**config.mk**
```make
export PLATFORM = sky130hd
export DESIGN_NAME = pm_loader
export DESIGN_NICKNAME = d
export VERILOG_FILES = /design/src/rtl/pm_loader.sv
export SDC_FILE = /design/constraint.sdc
export NUM_CORES = 1
export LEC_CHECK = 0
export ABC_AREA = 0
export ABC_CLOCK_PERIOD_IN_PS = 1900
export BUFFER_PORTS_ARGS = -buffer_cell sky130_fd_sc_hd__buf_2
export CAP_MARGIN = 25
export CORE_MARGIN = 4
export CORE_UTILIZATION = 45
export DETAILED_ROUTE_END_ITERATION = 16
export HOLD_SLACK_MARGIN = 0.12
export PLACE_DENSITY = 0.64
export SLEW_MARGIN = 20
export SYNTH_ARGS = -nofsm -noshare
export SYNTH_HDL_FRONTEND = slang
export SYNTH_SLANG_ARGS = --single-unit
```
**constraint.sdc**
```tcl
create_clock -name clk -period 1.9 [get_ports clk]
set_input_delay 0.285 -clock clk [delete_from_list [all_inputs] [get_ports clk]]
set_output_delay 0.285 -clock clk [all_outputs]
set_load 0.01 [all_outputs]
```
**src/rtl/pm_loader.sv**
```systemverilog
// pm_loader: receives a framed program image over a valid/ready byte stream, writes it to program
// memory and holds the micro in reset while loading. Define PM_START_ADDR_EN for the ADDR frame byte.
module pm_loader #(
    parameter logic [7:0]  SYNC_BYTE      = 8'hA5,
    parameter int unsigned TIMEOUT_CYCLES = 1000,
    parameter int unsigned HOLD_CYCLES    = 2,
    parameter bit          HOLD_AT_RESET  = 1'b1
) (
    input  logic       clk,
    input  logic       reset,
    input  logic [7:0] in_data,
    input  logic       in_valid,
    output logic       in_ready,
    output logic [7:0] pm_wr_addr,
    output logic [7:0] pm_wr_data,
    output logic       pm_wren,
    output logic       cpu_hold,
    output logic       busy,
    output logic       load_ok,
    output logic       load_err
);

    typedef enum logic [2:0] {
        S_IDLE,
        S_LEN,
`ifdef PM_START_ADDR_EN
        S_ADDR,
`endif
        S_DATA,
        S_CSUM,
        S_RELEASE,
        S_ERROR
    } state_t;

    localparam logic [15:0] TO_LAST   = 16'(TIMEOUT_CYCLES - 1);
    localparam logic [15:0] HOLD_LAST = 16'(HOLD_CYCLES - 1);

    state_t      state, state_n;
    logic [7:0]  len_q, len_n;
    logic [7:0]  count, count_n;
    logic [7:0]  base, base_n;
    logic [7:0]  csum, csum_n;
    logic [15:0] timer, timer_n;
    logic [7:0]  addr_n, data_n;
    logic        wren_n, hold_n, ok_n;
    logic        xfer, in_frame;
    logic [7:0]  sum_in;

    always_ff @(posedge clk or negedge reset) begin
        if (!reset) begin
            state      <= S_IDLE;
            len_q      <= '0;
            count      <= '0;
            base       <= '0;
            csum       <= '0;
            timer      <= '0;
            pm_wr_addr <= '0;
            pm_wr_data <= '0;
            pm_wren    <= 1'b0;
            cpu_hold   <= HOLD_AT_RESET;
            load_ok    <= 1'b0;
        end else begin
            state      <= state_n;
            len_q      <= len_n;
            count      <= count_n;
            base       <= base_n;
            csum       <= csum_n;
            timer      <= timer_n;
            pm_wr_addr <= addr_n;
            pm_wr_data <= data_n;
            pm_wren    <= wren_n;
            cpu_hold   <= hold_n;
            load_ok    <= ok_n;
        end
    end

    always_comb begin
        in_ready = (state != S_RELEASE) && (state != S_ERROR);
        busy     = (state != S_IDLE);
        load_err = (state == S_ERROR);
        xfer     = in_valid && in_ready;
        sum_in   = csum + in_data;

        state_n  = state;
        len_n    = len_q;
        count_n  = count;
        base_n   = base;
        csum_n   = csum;
        timer_n  = timer;
        addr_n   = pm_wr_addr;
        data_n   = pm_wr_data;
        wren_n   = 1'b0;
        hold_n   = cpu_hold;
        ok_n     = 1'b0;
        in_frame = 1'b0;

        case (state)
            S_IDLE: begin
                timer_n = '0;
                if (xfer && in_data == SYNC_BYTE) begin
                    state_n = S_LEN;
                    hold_n  = 1'b1;
                    csum_n  = '0;
                end
            end
            S_LEN: begin
                in_frame = 1'b1;
                if (xfer) begin
                    len_n   = in_data;
                    csum_n  = sum_in;
                    count_n = '0;
                    base_n  = '0;
`ifdef PM_START_ADDR_EN
                    state_n = S_ADDR;
`else
                    state_n = S_DATA;
`endif
                end
            end
`ifdef PM_START_ADDR_EN
            S_ADDR: begin
                in_frame = 1'b1;
                if (xfer) begin
                    base_n  = in_data;
                    csum_n  = sum_in;
                    state_n = S_DATA;
                end
            end
`endif
            S_DATA: begin
                in_frame = 1'b1;
                if (xfer) begin
                    wren_n  = 1'b1;
                    data_n  = in_data;
                    addr_n  = base + count;
                    csum_n  = sum_in;
                    count_n = count + 8'd1;
                    // LEN=0 ends after index 8'hFF, i.e. 256 bytes
                    if (count == len_q - 8'd1)
                        state_n = S_CSUM;
                end
            end
            S_CSUM: begin
                in_frame = 1'b1;
                if (xfer) begin
                    csum_n  = sum_in;
                    state_n = (sum_in == 8'h00) ? S_RELEASE : S_ERROR;
                end
            end
            S_RELEASE: begin
                // timer doubles as the hold counter; it enters here cleared by the CSUM transfer
                if (timer == HOLD_LAST) begin
                    state_n = S_IDLE;
                    hold_n  = 1'b0;
                    ok_n    = 1'b1;
                    timer_n = '0;
                end else begin
                    timer_n = timer + 16'd1;
                end
            end
            S_ERROR: begin
                state_n = S_IDLE;
                timer_n = '0;
            end
            default: state_n = S_IDLE;
        endcase

        if (in_frame) begin
            if (xfer) begin
                timer_n = '0;
            end else if (timer == TO_LAST) begin
                state_n = S_ERROR;
                timer_n = '0;
            end else begin
                timer_n = timer + 16'd1;
            end
        end
    end

endmodule

```
; ---- After elaboration in Yosys (flattened, before gate mapping)
; Cells that the tools add are included.
[op_classes]
magnitude_cmp = 0
eq_ne = 16
n_reduce_logical = 17
div_mod_pow = 0
n_shift = 0
mul = 0
addsub = 4
n_bitwise = 0
n_mux = 30
[op_table]
columns = operator, count
row1 = $mux 16, 4
row2 = $mux 8, 4
row3 = $pmux 16 s2, 1
row4 = $pmux 8 s2, 2
row5 = $mux 3, 9
row6 = $add 16x1->16 const B, 1
row7 = $eq 16x1->1 const B, 1
row8 = $eq 16x10->1 const B, 1
row9 = $pmux 3 s5, 1
row10 = $reduce_and 3->1, 3
row11 = $add 8x1->8 const B, 1
row12 = $add 8x8->8, 1
row13 = $eq 8x8->1, 1
row14 = $eq 8x8->1 const B, 1
row15 = $logic_not 8->1, 1
row16 = $mux 1, 8
row17 = $ne 2x2->1 const B, 4
row18 = $sub 8x1->8 const B, 1
row19 = $eq 3x2->1 const B, 2
row20 = $eq 3x3->1 const B, 2
row21 = $ne 3x3->1 const B, 2
row22 = $reduce_bool 2->1, 3
row23 = $reduce_bool 3->1, 2
row24 = $reduce_and 2->1, 2
row25 = other kinds (7), 9
[word_totals]
register_bits = 62
mem_bits_rw = 0
latch_bits = 0
output_inout_bits = 22
mem_bits_ro = 0
n_memories = 0

; ---- Longest topological paths before layout
; Gate-level depths: netlist of run 1.
[logic_depth]
ltp_word = 9
ltp_mapped = 9

; ---- Worst setup path before layout of run 1
; OpenSTA, ideal clock, no wires.
[synth_timing]
path_type = reg-to-reg
startpoint = register csum[0]
endpoint = register state[0]
path_stages_with_launch = 8
path_slack_ps = -151
path_buffers = 0
arrival_time_ps = 1913
synth_period_minus_slack_ps = 2051
required_ps = 1762
setup_time_ps = 138
path_cell_list = dfrtp_1 -> ha_1 -> fa_1 -> xor2_1 -> a2111oi_0 -> nand4_1 -> and4b_1 -> o221ai_1
[synth_via]
elab_chain_len = 8
[synth_rtl]
columns = element, line_no
row1 = from (decl), 42  ; logic [7:0] csum, csum_n;
row2 = from (signal assigned), 67  ; csum <= csum_n;
row3 = $add 8x8->8 *, 82  ; sum_in = csum + in_data;
row4 = $logic_not 8->1 *, 147  ; state_n = (sum_in == 8'h00) ? S_RELEASE : S_ERROR;
row5 = $mux 1 *, 147
row6 = $mux 3 *, 145  ; if (xfer) begin
row7 = $pmux 3 s5 *, 97  ; case (state)
row8 = $mux 3, 171  ; end else if (timer == TO_LAST) begin
row9 = $mux 3, 169  ; if (xfer) begin
row10 = $mux 3 *, 168  ; if (in_frame) begin
row11 = named net state_n[0], 38  ; state_t state, state_n;
row12 = to (signal assigned), 63  ; state <= state_n;
row13 = to (decl), 38
; Mark *: on every way through the listed nets, which the timed path passes. The rest lies on a longest branch.
; A chain may end at the register's enable or synchronous reset.

; ---- Worst setup path in the final report of run 1
; Same ends and word-level chain as after synthesis.

==> flow_metrics.env, run 1 <==
export IMPL_grt_pass1_vias=2931
export IMPL_ys_seq_elements=62
export IMPL_grt_setup_unrepaired="yes"
export IMPL_grt_pass1_wl_mm=14.08
export IMPL_skew_ns=0.008705
export IMPL_syn_num_nets=387
export IMPL_finalSetupViolations=13
export IMPL_root_buffer="clkbuf_8"
export IMPL_violations="negative setup slack"
export IMPL_powerDensity_nw_per_um2=722.2
export IMPL_final_nets=479
export IMPL_ant_nets=0
export IMPL_cp_start_kind="register"
export IMPL_diodes=0
export IMPL_drive_gt1_share_pct=38.18
export IMPL_power_frac_comb_pct=17.1
export IMPL_peakVddDrop_uv=373.2
export IMPL_finalCritPeriodShare_pct=113.7
export IMPL_grt_usage_pct=19.56
export IMPL_port_buffers=32
export IMPL_netlist_area_um2=3500
export IMPL_p_sw_share_pct=27.66
export IMPL_path_max_fanout=2
export IMPL_synthFlopType="dfrtp_1"
export IMPL_drc=0
export IMPL_power_mw=3.334
export IMPL_wl_per_cell_um=15.36
export IMPL_htreeDepth=3
export IMPL_min_period_ns=2.161
export IMPL_drt_total_wl_mm=8.599
export IMPL_async_flop_share_pct=100.0
export IMPL_cts_tree="built"
export IMPL_start_util_pct=47.24
export IMPL_yosys_top_cells_count="dfrtp_1, nand2_1, o21ai_0, nor2_1, mux2_2"
export IMPL_path_clk_slew_ns=0.08
export IMPL_synth_top_area_cell="dfrtp_1"
export IMPL_place_gp_congestion=0.8601
export IMPL_met1Wirelength_mm=4.028
export IMPL_cts_buffers=9
export IMPL_syn_inst=364
export IMPL_yosysUniqueCellTypes=52
export IMPL_synth_top_area_share_pct=43.62
export IMPL_synth_edf_count=0
export IMPL_globalRouteOverflowTotal=0
export IMPL_synth_area_leaders="dfrtp_1, nand2_1, mux2_2, o21ai_0, ha_1"
export IMPL_vias=3025
export IMPL_synth_most_common_cell="dfrtp_1"
export IMPL_hp_class="in -> reg"
export IMPL_num_rows=31
export IMPL_hpwl_mm=5.788
export IMPL_clk_latency_ns=0.35
export IMPL_dr_wl_met3_um=262
export IMPL_ys_seq_area_share_pct=44.37
export IMPL_die_area_um2=9252
export IMPL_drv_cap=0
export IMPL_fmax_mhz=462.8
export IMPL_drt_first_iter_violations=163
export IMPL_clock_sinks=62
export IMPL_pwr_share_seq_pct=43.3
export IMPL_nFillCells=610
export IMPL_die_h_um=96.19
export IMPL_worst_pin_slew_ns=0.3945
export IMPL_finalSetupTns_ns=-1.114
export IMPL_internal_power_mw=2.412
export IMPL_vias_per_cell=5.402
export IMPL_final_max_slew_viol_count=0
export IMPL_crit_required_ns=2.12
export IMPL_clock_path_buffers=2
export IMPL_firstDrtPassIters=4
export IMPL_grt_max_degree=63
export IMPL_hold_violations=0
export IMPL_synth_area_per_cell_um2=9.614
export IMPL_leakagePower_nw=2.140
export IMPL_status="finished, violations left"
export IMPL_path_class="reg -> reg"
export IMPL_arrival_ns=2.38
export IMPL_antenna_found_initial=0
export IMPL_maxSlewHeadroom_pct=73.70
export IMPL_pin_count=33
export IMPL_fp_dieW_um=96.19
export IMPL_layout_setup_ws_ns=-0.2607
export IMPL_power_switching_mw=0.9222
export IMPL_yosys_warnings=0
export IMPL_clockPowerShare_pct=39.7
export IMPL_topRoutingLayerUsed="met4"
export IMPL_coreArea_um2=7408
export IMPL_area_delta_synth_final_pct=31.93
export IMPL_route_met2_wl_mm=4.202
export IMPL_end_kind="register"
==> layer usage <==
metal / up-vias / track usage, %
li1: 1475 / -
met1: 1495 / 26.38
met2: 46 / 31.51
met3: 9 / 3.518
met4: 0 / 6.754
met5: - / 0
==> stage by stage <==
step	hold slack (ns)	util [%]	setup slack (ns)	std cells	area, um^2
after global placement	0.3235	54.91	-0.1672	529	4068
after CTS	0.2078	59.52	-0.1884	551	4409
after floorplan	-0.01059	-	-0.02289	364	3508
after detailed placement	0.3291	54.91	-0.2187	529	4068
after global routing	0.2022	62.32	-0.3550	560	4617
final	0.2117	62.32	-0.2607	560	4617
==> layout by cell type (no fill, tap or decap), types with 5 or more instances in the layout <==
master     n
dfrtp_1   59
buf_4     58
nand2_1   57
buf_2     32
o21ai_0   26
nor2_1    17
mux2_2    16
xor2_1    14
xnor2_1   12
a21oi_1   11
inv_1     10
nand3_1   10
clkbuf_8   9
nand4_1    8
nor2_2     7
nor3_1     6
ha_1       6
and3_1     5
o22ai_1    5
nor2_4     5
==> path summary, 6_finish.rpt <==
| check | start | end | slack, ns | cells after the start |
|---|---|---|---|---|
| max reg2reg | csum[0]$_DFFE_PN0P_ | state[0]$_DFF_PN0_ | -0.26 | 8 |
| max | csum[0]$_DFFE_PN0P_ | state[0]$_DFF_PN0_ | -0.26 | 8 |
| min | in_data[6] | len_q[6]$_DFFE_PN0P_ | 0.21 | 3 |
| min in group asynchronous | reset | pm_wren$_DFF_PN0_ | 0.48 | 3 |
| max in group asynchronous | reset | cpu_hold$_DFFE_PN1P_ | 1.10 | 3 |
| min reg2reg | cpu_hold$_DFFE_PN1P_ | cpu_hold$_DFFE_PN1P_ | 0.46 | 2 |
==> layout make-up <==
cell class | count | area (um^2) | area share, %
Clock buffer | 9 | 123.9 | 2.683
Clock inverter | 7 | 98.84 | 2.141
Inverter | 12 | 45.04 | 0.9756
Multi-Input combinational cell | 277 | 2022 | 43.79
Sequential cell | 62 | 1555 | 33.69
Tap cell | 99 | 123.9 | 2.683
Timing Repair Buffer | 94 | 648.1 | 14.04
==> flip-flops by register name (all words and copies together), names as in the netlist <==
register / cells
count: 8
cpu_hold: 1
csum: 8
len_q: 8
load_ok: 1
pm_wr_addr: 8
pm_wr_data: 8
pm_wren: 1
state: 3
timer: 16
==> power by group through the flow <==
stage          Combinational, mW  Clock, mW  Sequential, mW
6_report                   0.570       1.32            1.44
5_1_grt                    0.633       1.40            1.45
3_3_place_gp               0.497          0            1.47
3_5_place_dp               0.506          0            1.47
2_1_floorplan              0.272          0            1.47
4_1_cts                    0.534       1.33            1.44
==> cells by family (layout without fill, tap and decap cells) <==
kind of cell	Yosys count	after routing	synth area share (%)
xor gates and xnor gates	26	26	6.507
buffers and inverters	26	122	4.219
muxes	20	20	6.292
and+or+nand+nor	148	149	22.13
DFF	62	62	44.37
AOI/OAI and AO/OA	70	70	11.98
adders and majority gates	12	12	4.505
==> critical path, stage by stage, from the launching register on <==
cell	delay [ns]
dfrtp_1	0.39
ha_2	0.19
fa_2	0.36
a21oi_2	0.16
o211ai_1	0.14
a21oi_2	0.21
xor2_1	0.24
and4b_1	0.24
o221ai_1	0.11
==> what timing repair did <==
action                     CTS  global route
setup buffers                5            11
hold endpoints to repair    61             0
hold buffers                 1             0
setup endpoints to repair   20            24
pin swaps                   18            23
cloned                       1             0
gates resized for setup     22            33
Note: power is estimated with default switching activity, not from simulation.
==> run 2, diff against run 1 <==
Settings changed: CELL_PAD_IN_SITES_DETAIL_PLACEMENT set to 1, CELL_PAD_IN_SITES_GLOBAL_PLACEMENT set to 2, CORE_UTILIZATION 45 to 34, GPL_ROUTABILITY_DRIVEN set to 1, PLACE_DENSITY 0.64 to 0.74, SKIP_CTS_REPAIR_TIMING set to 1.
==> flow_metrics.env, run 2 (same netlist as run 1, synthesis figures left out) <==
export IMPL_status="finished, violations left"
export IMPL_violations="negative setup slack"
export IMPL_firstDrtPassIters=4
export IMPL_root_buffer="clkbuf_8"
export IMPL_arrival_ns=2.39
export IMPL_cts_buffers=9
export IMPL_leakagePower_nw=2.218
export IMPL_area_delta_synth_final_pct=35.29
export IMPL_coreArea_um2=9910
export IMPL_peakVddDrop_uv=388.8
export IMPL_drive_gt1_share_pct=39.40
export IMPL_cp_start_kind="register"
export IMPL_place_gp_congestion=0.8163
export IMPL_timing_rr_start="timer[1]$_DFFE_PN0P_"
export IMPL_die_h_um=109.5
export IMPL_final_common_cell="buf_4"
export IMPL_final_cell_count_no_fill=600
export IMPL_hold_violations=0
export IMPL_globalRouteOverflowTotal=0
export IMPL_grt_pass1_wl_mm=16.13
export IMPL_regMostFlops="timer"
export IMPL_drt_first_iter_violations=69
export IMPL_num_rows=36
export IMPL_crit_required_ns=2.13
export IMPL_path_clk_slew_ns=0.08
export IMPL_clk_latency_ns=0.35
export IMPL_port_buffers=32
export IMPL_pre_cts_slack_ns=-0.2087
export IMPL_crit_chain="inv_2 -> ha_4 -> or3b_4 -> nor4_4 -> nor2_1 -> o21ai_2 -> and2_4 -> o21ai_2"
export IMPL_final_max_slew_viol_count=0
export IMPL_fp_dieW_um=109.5
export IMPL_grt_pass1_vias=3174
export IMPL_slowest_stage="dfrtp_1"
export IMPL_layout_setup_ws_ns=-0.2593
export IMPL_vias_per_cell=5.085
export IMPL_pin_count=33
export IMPL_wl_per_cell_um=16.50
export IMPL_hold_end="len_q[7]$_DFFE_PN0P_"
export IMPL_min_period_ns=2.159
export IMPL_nFillCells=1150
export IMPL_largest_register_ffs=16
export IMPL_reg2reg_to="timer[10]$_DFFE_PN0P_"
export IMPL_cpPeakStageDelay_ns=0.42
export IMPL_ff2ff_path_depth=8
export IMPL_powerDensity_nw_per_um2=763.5
export IMPL_drv_cap=0
export IMPL_grt_max_degree=63
export IMPL_path_class="reg -> reg"
export IMPL_hold_depth=3
export IMPL_drt_total_wl_mm=9.899
export IMPL_path_max_fanout=6
export IMPL_finalSetupViolations=16
export IMPL_finalCritPeriodShare_pct=113.6
export IMPL_die_area_um2=11980
export IMPL_final_nets=485
export IMPL_grt_usage_pct=17.29
export IMPL_start_util_pct=35.32
export IMPL_fmax_mhz=463.1
export IMPL_worst_pin_slew_ns=0.3851
export IMPL_skew_ns=0.01530
export IMPL_htreeDepth=3
export IMPL_hpwl_mm=6.888
export IMPL_diodes=0
export IMPL_end_kind="register"
export IMPL_cts_tree="built"
export IMPL_antenna_found_initial=0
export IMPL_ant_nets=0
export IMPL_cpMostUsedCell="o21ai_2"
export IMPL_vias=3051
export IMPL_dp_cells=573
export IMPL_hp_class="in -> reg"
export IMPL_clock_path_buffers=2
export IMPL_grt_setup_unrepaired="yes"
export IMPL_clock_sinks=62
export IMPL_maxSlewHeadroom_pct=74.33
export IMPL_drc=0
export IMPL_final_cell_mix="buf_4, dfrtp_1, nand2_1"
export IMPL_hp_start="in_data[7]"
export IMPL_rrSetupSlack_ns=-0.26
[run 2: critical path: cells and delay by family, from the launching register on]
| family | cells | cell delay [ns] |
|---|---|---|
| buf+inv | 1 | 0.10 |
| simple gates | 4 | 1.12 |
| compound gates | 2 | 0.29 |
| flops | 1 | 0.42 |
| fa+ha+maj | 1 | 0.12 |
[run 2: routing by layer]
metal | up-vias | part of all wire [%] | track usage, %
met1 | 1520 | 46 | 22.55
li1 | 1487 | - | -
met3 | 14 | 2.4 | 3.171
met5 | - | 0 | 0
met4 | 0 | 1.6 | 4.809
met2 | 30 | 50 | 29.34
[run 2: cell type report]
type	count	area, um^2	share of cell area, %
multi-input cells	277	2004	42.34
flip-flops and latches	62	1556	32.88
repair buffers	100	689.4	14.56
well taps	133	166.4	3.515
clock inverters	7	146.4	3.092
clock buffers	9	123.9	2.616
inverters	12	47.55	1.004
[run 2: worst max path at each step]
stage	from	end
after floorplan	csum[0]$_DFFE_PN0P_	state[0]$_DFF_PN0_
after global placement	in_data[0]	state[0]$_DFF_PN0_
after detailed placement	in_data[0]	state[0]$_DFF_PN0_
after CTS	csum[0]$_DFFE_PN0P_	state[0]$_DFF_PN0_
after global routing	timer[1]$_DFFE_PN0P_	timer[10]$_DFFE_PN0P_
final	timer[1]$_DFFE_PN0P_	timer[10]$_DFFE_PN0P_
[run 2: power breakdown]
part           switching, mW  internal (mW)
Clock                  0.592           1.01
Sequential            0.0545           1.39
Combinational          0.285          0.282
[run 2: metrics by stage]
stage	area (um^2)	total power [mW]	util, %	TNS [ns]	hold slack, ns
2_1_floorplan	3508	1.746	-	-0.02289	-0.01059
3_3_place_gp	4185	1.992	42.23	-1.384	0.3307
3_5_place_dp	4185	2.008	42.23	-2.014	0.3327
4_1_cts	4456	3.634	44.96	-2.398	-0.04996
5_1_grt	4735	3.811	47.78	-5.020	0.2129
6_report	4735	3.615	47.78	-3.126	0.2113
==> run 3, diff against run 2 <==
Settings changed: CORE_ASPECT_RATIO set to 2.
==> flow_metrics.env, run 3 (same netlist as run 1, synthesis figures left out) <==
export IMPL_grt_max_degree=29
export IMPL_grt_pass1_vias=3406
export IMPL_globalRouteOverflowTotal=0
export IMPL_drv_cap=0
export IMPL_fmax_mhz=469.1
export IMPL_firstDrtPassIters=4
export IMPL_final_nets=486
export IMPL_wl_per_cell_um=17.79
export IMPL_status="finished, violations left"
export IMPL_drt_total_wl_mm=10.73
export IMPL_crit_chain="inv_2 -> ha_4 -> or3b_4 -> nor4_4 -> nor2_1 -> o21ai_2 -> and2_4 -> o21ai_2"
export IMPL_final_common_cell="buf_4"
export IMPL_coreArea_um2=10080
export IMPL_die_h_um=151.5
export IMPL_clock_path_buffers=2
export IMPL_htreeDepth=3
export IMPL_place_gp_congestion=0.8335
export IMPL_final_max_slew_viol_count=0
export IMPL_drt_first_iter_violations=90
export IMPL_leakagePower_nw=2.235
export IMPL_cpMostUsedCell="o21ai_2"
export IMPL_diodes=0
export IMPL_path_class="reg -> reg"
export IMPL_crit_required_ns=2.11
export IMPL_fp_dieW_um=79.74
export IMPL_cpPeakStageDelay_ns=0.44
export IMPL_die_area_um2=12080
export IMPL_final_cell_count_no_fill=603
export IMPL_drc=0
export IMPL_nFillCells=1177
export IMPL_port_buffers=32
export IMPL_vias=3143
export IMPL_grt_usage_pct=18.50
export IMPL_final_cell_mix="buf_4, dfrtp_1, nand2_1"
export IMPL_drive_gt1_share_pct=38.89
export IMPL_violations="negative setup slack"
export IMPL_path_clk_slew_ns=0.05
export IMPL_finalSetupViolations=22
export IMPL_finalCritPeriodShare_pct=112.2
export IMPL_cp_start_kind="register"
export IMPL_rrSetupSlack_ns=-0.23
export IMPL_antenna_found_initial=0
export IMPL_ant_nets=0
export IMPL_whs_ns=0.2175
export IMPL_clock_sinks=62
export IMPL_grt_pass1_wl_mm=17.11
export IMPL_end_kind="register"
export IMPL_area_delta_synth_final_pct=37.04
export IMPL_vias_per_cell=5.212
export IMPL_peakVddDrop_uv=525.9
export IMPL_grt_setup_unrepaired="yes"
export IMPL_cts_buffers=9
export IMPL_cts_tree="built"
export IMPL_hold_violations=0
export IMPL_num_rows=52
export IMPL_pin_count=33
export IMPL_dp_cells=578
export IMPL_clk_latency_ns=0.33
export IMPL_slowest_stage="dfrtp_1"
export IMPL_maxSlewHeadroom_pct=62.82
export IMPL_hp_class="in -> reg"
export IMPL_skew_ns=0.007672
export IMPL_powerDensity_nw_per_um2=787.3
export IMPL_min_period_ns=2.132
export IMPL_start_util_pct=34.70
export IMPL_regMostFlops="timer"
export IMPL_path_max_fanout=6
export IMPL_arrival_ns=2.35
export IMPL_layout_setup_ws_ns=-0.2317
export IMPL_hpwl_mm=8.009
export IMPL_root_buffer="clkbuf_16"
export IMPL_worst_pin_slew_ns=0.5577
export IMPL_largest_register_ffs=16
## run 3: changes by cell type in the layout (fill, tap and decap cells not counted), sizes merged
cell | previous run | this run
clkinvlp | 0 | 3
clkinv | 3 | 1
bufinv | 4 | 1
buf | 99 | 100
clkbuf | 9 | 11
## run 3: layout make-up
class	instances	area, um^2	share of cell area, %
flip-flops and latches	62	1556	32.45
clock inverters	5	57.56	1.200
clock buffers	11	252.7	5.270
repair buffers	101	700.7	14.61
multi-input cells	277	2012	41.95
well taps	135	168.9	3.522
inverters	12	47.55	0.9914
## run 3: metal layers
metal	track usage, %	vias up	wire (um)	part of all wire, %
met5	0	-	0	0
li1	-	1490	-	-
met1	18.91	1561	3900	36
met2	35.43	56	6062	57
met4	8.291	0	486	4.5
met3	3.491	36	276	2.6
## run 3: final timing paths
kind,from,end,cells after the start
setup / recovery,timer[1]$_DFFE_PN0P_,timer[10]$_DFFE_PN0P_,8
hold / removal,in_data[6],len_q[6]$_DFFE_PN0P_,3
setup reg to reg,timer[1]$_DFFE_PN0P_,timer[10]$_DFFE_PN0P_,8
hold reg to reg,pm_wr_addr[5]$_DFFE_PN0P_,pm_wr_addr[5]$_DFFE_PN0P_,1
max in group asynchronous,reset,count[7]$_DFFE_PN0P_,3
min in group asynchronous,reset,timer[4]$_DFFE_PN0P_,2
## run 3: per-stage QoR
step	instance area, um^2	setup slack, ns	setup TNS [ns]	utilization (%)	total power [mW]
floorplan	3508	-0.02289	-0.02289	-	1.746
global placement	4210	-0.2188	-1.469	41.75	2.003
detailed placement	4210	-0.3982	-2.672	41.75	2.031
CTS	4521	-0.3676	-3.021	44.83	3.721
global route	4796	-0.3323	-5.333	47.56	3.943
finish	4796	-0.2317	-3.374	47.56	3.776
## run 3: power breakdown
group | internal (mW) | switching (mW)
sequential | 1.39 | 0.0596
clock | 1.08 | 0.592
combinational | 0.329 | 0.319
total | 2.81 | 0.970
## run 3: critical path, delay by kind of cell (launching register included)
family                     cells  cell delay (ns)
and+or+nand+nor                4             1.10
DFF                            1             0.44
AOI/OAI and AO/OA              2             0.26
adders and majority gates      1             0.11
buffers and inverters          1             0.10
